<file path="config.mk">
export PLATFORM = sky130hd
export DESIGN_NAME = sa_group_sequencer
export DESIGN_NICKNAME = d
export VERILOG_FILES = /design/src/rtl/sa_group_sequencer.sv
export SDC_FILE = /design/constraint.sdc
export NUM_CORES = 1
export LEC_CHECK = 0
export CAP_MARGIN = 20
export CORE_UTILIZATION = 45
export DETAILED_ROUTE_END_ITERATION = 10
export MAX_ROUTING_LAYER = met4
export PLACE_DENSITY_LB_ADDON = 0.1
export SLEW_MARGIN = 20
export SYNTH_ARGS = -nofsm -noshare
export SYNTH_HDL_FRONTEND = slang
export SYNTH_SLANG_ARGS = --single-unit
</file>
<file path="constraint.sdc">
create_clock -name clk_i -period 6.38 [get_ports clk_i]
set_clock_uncertainty 0.1 [all_clocks]
set_input_delay 0.957 -clock clk_i [delete_from_list [all_inputs] [get_ports clk_i]]
set_output_delay 0.957 -clock clk_i [all_outputs]
set_load 0.02 [all_outputs]
</file>
<file path="src/rtl/sa_group_sequencer.sv">
// sa_group_sequencer
// Top-level job sequencer for the systolic array. It walks the per-group
// configuration ROM and, for each filter group, steps the array through
// reset -> load -> ready -> start and issues the buffer read strobes.
// The outputs are decoded from the state register. The only exception is
// rd_feature_ld_o, which also depends on stall_i so that a feature-buffer
// underrun gates the strobe in the same cycle.
module sa_group_sequencer #(
    parameter int N_ROWS_ARRAY     = 4,
    parameter int N                = 3,
    parameter int SIG_ADDRS_WIDTH  = 10,
    parameter int STREAM_CNT_WIDTH = 16
) (
    input  logic                          clk_i,
    input  logic                          general_rst_i,
    input  logic                          start_i,
    input  logic [SIG_ADDRS_WIDTH-1:0]    num_groups_i,
    input  logic [$clog2(N+1)-1:0]        filter_size_i,
    input  logic [STREAM_CNT_WIDTH-1:0]   stream_len_i,
    input  logic                          stall_i,
    output logic                          rst_o,
    output logic                          load_o,
    output logic                          ready_o,
    output logic                          start_op_o,
    output logic                          rd_rom_signals_ld_o,
    output logic [SIG_ADDRS_WIDTH-1:0]    addrs_rom_signal_o,
    output logic                          rd_weight_ld_o,
    output logic                          rd_feature_ld_o,
    output logic                          busy_o,
    output logic                          done_o
);

    localparam int FS_W = $clog2(N+1);

    localparam logic [SIG_ADDRS_WIDTH-1:0]  ADDR_ONE   = SIG_ADDRS_WIDTH'(1);
    localparam logic [FS_W-1:0]             FS_ONE     = FS_W'(1);
    localparam logic [FS_W-1:0]             FS_ZERO    = '0;
    localparam logic [STREAM_CNT_WIDTH-1:0] STREAM_ONE = STREAM_CNT_WIDTH'(1);

    // The array row count does not affect sequencing. It stays a parameter
    // so the interface matches the array. This empty block only marks a
    // nonsensical row count at elaboration time.
    generate
        if (N_ROWS_ARRAY < 1) begin : g_rows_invalid
        end
    endgenerate

    typedef enum logic [2:0] {
        S_IDLE    = 3'd0,
        S_FETCH   = 3'd1,
        S_ARR_RST = 3'd2,
        S_LOAD    = 3'd3,
        S_READY   = 3'd4,
        S_RUN     = 3'd5,
        S_NEXT    = 3'd6,
        S_DONE    = 3'd7
    } state_t;

    state_t                         state_reg;
    state_t                         state_next;

    // Shadow copies of the job parameters. They are taken once in IDLE,
    // so input changes during a job have no effect on that job.
    logic [SIG_ADDRS_WIDTH-1:0]     groups_reg;
    logic [FS_W-1:0]                fsize_reg;
    logic [STREAM_CNT_WIDTH-1:0]    slen_reg;

    logic [SIG_ADDRS_WIDTH-1:0]     addr_reg;
    logic [SIG_ADDRS_WIDTH-1:0]     addr_next;
    logic [FS_W-1:0]                load_cnt_reg;
    logic [FS_W-1:0]                load_cnt_next;
    logic [STREAM_CNT_WIDTH-1:0]    beat_cnt_reg;
    logic [STREAM_CNT_WIDTH-1:0]    beat_cnt_next;

    logic                           job_accept;
    logic                           load_last;
    logic                           beat_last;
    logic                           group_last;
    logic [FS_W-1:0]                load_last_idx;

    // A filter size of 0 still spends one cycle in LOAD. The last LOAD
    // index is therefore max(F,1)-1.
    assign load_last_idx = (fsize_reg == FS_ZERO) ? FS_ZERO : (fsize_reg - FS_ONE);
    assign load_last     = (load_cnt_reg == load_last_idx);
    // A beat counts only when the feature buffer is not stalled. A stall
    // on the final beat therefore holds the FSM in RUN.
    assign beat_last     = !stall_i && ((beat_cnt_reg + STREAM_ONE) == slen_reg);
    // groups_reg is at least 1 whenever NEXT is reachable, so the
    // subtraction below cannot underflow.
    assign group_last    = (addr_reg == (groups_reg - ADDR_ONE));
    assign job_accept    = (state_reg == S_IDLE) && start_i;

    // State register: an asynchronous reset aborts any job in flight.
    always_ff @(posedge clk_i or negedge general_rst_i) begin
        if (!general_rst_i) begin
            state_reg <= S_IDLE;
        end else begin
            state_reg <= state_next;
        end
    end

    // Next-state logic for the group walk.
    always_comb begin
        state_next = state_reg;
        case (state_reg)
            S_IDLE: begin
                if (start_i) begin
                    state_next = (num_groups_i == '0) ? S_DONE : S_FETCH;
                end
            end
            S_FETCH:   state_next = S_ARR_RST;
            S_ARR_RST: state_next = S_LOAD;
            S_LOAD: begin
                if (load_last) begin
                    state_next = S_READY;
                end
            end
            S_READY: begin
                state_next = (slen_reg == '0) ? S_NEXT : S_RUN;
            end
            S_RUN: begin
                if (beat_last) begin
                    state_next = S_NEXT;
                end
            end
            S_NEXT: begin
                state_next = group_last ? S_DONE : S_FETCH;
            end
            S_DONE:    state_next = S_IDLE;
            default:   state_next = S_IDLE;
        endcase
    end

    // Latch the job parameters when a new job is accepted.
    always_ff @(posedge clk_i or negedge general_rst_i) begin
        if (!general_rst_i) begin
            groups_reg <= '0;
            fsize_reg  <= '0;
            slen_reg   <= '0;
        end else if (job_accept) begin
            groups_reg <= num_groups_i;
            fsize_reg  <= filter_size_i;
            slen_reg   <= stream_len_i;
        end
    end

    // Group address: cleared at job start and advanced in NEXT. It is
    // never advanced past the last group, so it cannot wrap within a job.
    always_comb begin
        addr_next = addr_reg;
        if (job_accept) begin
            addr_next = '0;
        end else if ((state_reg == S_NEXT) && !group_last) begin
            addr_next = addr_reg + ADDR_ONE;
        end
    end

    // Group address register.
    always_ff @(posedge clk_i or negedge general_rst_i) begin
        if (!general_rst_i) begin
            addr_reg <= '0;
        end else begin
            addr_reg <= addr_next;
        end
    end

    // The weight-load counter runs only inside LOAD. It idles at zero so
    // that each group starts counting from zero.
    always_comb begin
        load_cnt_next = '0;
        if ((state_reg == S_LOAD) && !load_last) begin
            load_cnt_next = load_cnt_reg + FS_ONE;
        end
    end

    // The feature-beat counter advances on non-stalled RUN cycles only.
    always_comb begin
        beat_cnt_next = '0;
        if (state_reg == S_RUN) begin
            beat_cnt_next = stall_i ? beat_cnt_reg : (beat_cnt_reg + STREAM_ONE);
        end
    end

    // Counter registers.
    always_ff @(posedge clk_i or negedge general_rst_i) begin
        if (!general_rst_i) begin
            load_cnt_reg <= '0;
            beat_cnt_reg <= '0;
        end else begin
            load_cnt_reg <= load_cnt_next;
            beat_cnt_reg <= beat_cnt_next;
        end
    end

    // Output decode from the state register. At most one array phase
    // signal is active at a time.
    always_comb begin
        rst_o               = 1'b0;
        load_o              = 1'b0;
        ready_o             = 1'b0;
        start_op_o          = 1'b0;
        rd_rom_signals_ld_o = 1'b0;
        rd_weight_ld_o      = 1'b0;
        rd_feature_ld_o     = 1'b0;
        done_o              = 1'b0;
        busy_o              = (state_reg != S_IDLE);
        case (state_reg)
            S_FETCH:   rd_rom_signals_ld_o = 1'b1;
            S_ARR_RST: rst_o               = 1'b1;
            S_LOAD: begin
                load_o         = 1'b1;
                rd_weight_ld_o = 1'b1;
            end
            S_READY:   ready_o             = 1'b1;
            S_RUN: begin
                start_op_o      = 1'b1;
                rd_feature_ld_o = !stall_i;
            end
            S_DONE:    done_o              = 1'b1;
            default: begin
            end
        endcase
    end

    assign addrs_rom_signal_o = addr_reg;

endmodule

</file>
==> impl_metrics.tcl <==
set metrics [dict create \
    clkSlewWorstSetupHoldPaths_ns 0.06 \
    max_stage_delay_ns 0.78 \
    num_io_pins 51 \
    slowest_stage "clkdlybuf4s50_1" \
    ctsHoldBuffers 0 \
    clock_path_buffers 2 \
    coreArea_mm2 0.00777 \
    final-hold-violation-count 0 \
    fin_nets 503 \
    synth_area_mm2 0.00362 \
    cts.sink_count 59 \
    slew_violations 0 \
    synth.area.top_cells "dfrtp_1, nand2_1, xnor2_1, nor2_1, xor2_1" \
    grt.met3_usage 0.0340 \
    post_cts_resized 0 \
    cts-buffers-inserted 9 \
    initial_utilization 0.466 \
    finalSetupViolations 0 \
    holdCritPathClass "reg -> reg" \
    cp_cell_sequence "clkdlybuf4s50_1 -> nor2_1 -> clkdlybuf4s50_1" \
    synth_edf_count 0 \
    crit_required_ns 5.32 \
    synth_top_area_share 0.407 \
    final.setup.worst_slack_ns 2.74 \
    pre_cts_ws_ns 2.74 \
    worstPathMaxFanout 18 \
    die_y_um 91.7 \
    drc_errors 0 \
    gp_congestion 0.827 \
    first_pass_iters 5 \
    synth_ff_type "dfrtp_1" \
    antenna_cells 0 \
    path_class "in -> out" \
    final_util 0.563 \
    clk_latency_ns 0.34 \
    irDropWorstVdd_mv 0.277 \
    die_area_mm2 0.00842 \
    ys_types 59 \
    busiest_layer "met1" \
    arrival_ns 2.58 \
    finalWirelength_um 8650 \
    syn_area_per_cell_um2 8.45 \
    num_vias 3146 \
    cp-start-kind "primary input" \
    syn_inst 429 \
    seqCellArea_mm2 0.00148 \
    worst_slew_pin_slew_ns 0.786 \
    ys_warn_count 0 \
    syn_nets 464 \
    maxSlewHeadroom 0.476 \
    p_leak_uw 0.00177 \
    met2_usage 0.328 \
    path_common_cell "clkdlybuf4s50_1" \
    cts_tree "done" \
    cts_root_buffer "clkbuf_8" \
    fmax_mhz 275 \
    grt_util_met1 0.331 \
    port-buffer-count 50 \
    areaGrowthSynthToFinish_pct 20.7 \
    synth_largest_area_cell "dfrtp_1" \
    maxCapViolCount 0 \
    multi_input_area_mm2 0.00202 \
    dp_hpwl_um 6080 \
    grt_max_degree 60 \
    ant_nets 0 \
    setup_tns_ns 0 \
    post-route-period-util 0.570 \
    cts_setup_buffers 0 \
    ys_ff_latch 59 \
    drive_gt1_frac 0.0634 \
    first_global_vias 3031 \
    grt_first_pass_wirelength_um 14800 \
    first_iter_violations 186 \
    status "finished, final reports clean" \
    h-tree-depth 3 \
    die_w_um 91.7 \
    num_rows 32 \
    powerDensity_mw_per_mm2 387 \
    period_needed_ns 3.64 \
    synthArstFlopShare 1.00 \
    routedWlPerCell_um 15.0 \
    place_area_mm2 0.00416 \
    grt_overflow 0 \
    grt.total_usage 0.230 \
    endpoint_kind "output pin" \
    postLayoutCellArea_mm2 0.00437 \
    rsz0062_at_grt "no" \
    fillers 750 \
    routed_via_density 5.47 \
    antenna_found_initial 0 \
    ys_seq_area_frac 0.407 \
]
-- per-stage QoR --
stage	hold WS, ns	power (µW)	instances
2_1_floorplan	0.363	1120	429
3_3_place_gp	0.382	1320	559
3_5_place_dp	0.390	1340	559
4_1_cts	0.409	1700	575
5_1_grt	0.439	1820	575
6_report	0.407	1690	575
-- worst max-delay path, delay by kind of cell --
kind          cells  cell delay [ns]
simple gates      1             0.22
buf+inv           2             1.40
-- synth_stat cells (all sizes together), types with 4 or more instances --
cell	instances
nand2	104
dfrtp	59
nor2	34
xnor2	32
clkbuf	18
o21ai	16
nor4	14
nand3	12
nor3	12
xor2	12
a21oi	8
inv	8
mux2i	8
nand2b	7
buf	6
nand4	6
nor2b	5
o211ai	5
o31ai	5
or3	5
and2	4
and4	4
or4	4
-- layout by cell type, fill, tap and decap left out, types with 4 or more instances in the layout --
master and n:
nand2_1 103, dfrtp_1 59, clkdlybuf4s50_1 49, nor2_1 34, xnor2_1 32, o21ai_0 15
nor4_1 14, nor3_1 12, xor2_1 12, nand3_1 12, clkbuf_8 12, inv_1 8
a21oi_1 8, mux2i_1 8, nand2b_1 7, nand4_1 6, nor2b_1 5, o31ai_1 5
or4_1 4, or3_1 4, and4_1 4, o211ai_1 4
-- logic make-up after synthesis --
family          synth area share
simple gates               0.294
xor+xnor                   0.106
fa+ha+maj                 0.0104
flops                      0.407
mux                       0.0221
buf+inv                   0.0373
compound gates             0.123
-- power by group --
part | total (µW) | internal, µW | leakage [µW] | switching (µW)
sequential | 649 | 482 | 0.000775 | 168
combinational | 677 | 319 | 0.000883 | 359
clock | 363 | 211 | 0.000108 | 152
total | 1690 | 1010 | 0.00177 | 679
-- final timing paths --
kind	end	cells after the start	slack [ns]	start
hold reg to reg	groups_reg[9]	2	0.41	groups_reg[9]
setup / recovery	rd_feature_ld_o	3	2.74	stall_i
min in group asynchronous	fsize_reg[1]	2	0.66	general_rst_i
setup reg to reg	addrs_rom_signal_o[9]	9	3.09	groups_reg[0]
max in group asynchronous	state_reg[1]	2	4.98	general_rst_i
hold / removal	groups_reg[9]	2	0.41	groups_reg[9]
-- area by class of cell --
type	count	area share
Sequential cell	59	0.338
Clock inverter	4	0.0109
Inverter	8	0.00687
Tap cell	102	0.0292
Multi-Input combinational cell	338	0.461
Clock buffer	12	0.0378
Timing Repair Buffer	52	0.117
-- layer usage --
metal / part of all wire / wire length [µm]
met3: 0.050 / 434
met2: 0.42 / 3650
met5: 0 / 0
met1: 0.51 / 4450
met4: 0.013 / 116
No activity file was read; power rests on OpenSTA's default activity.
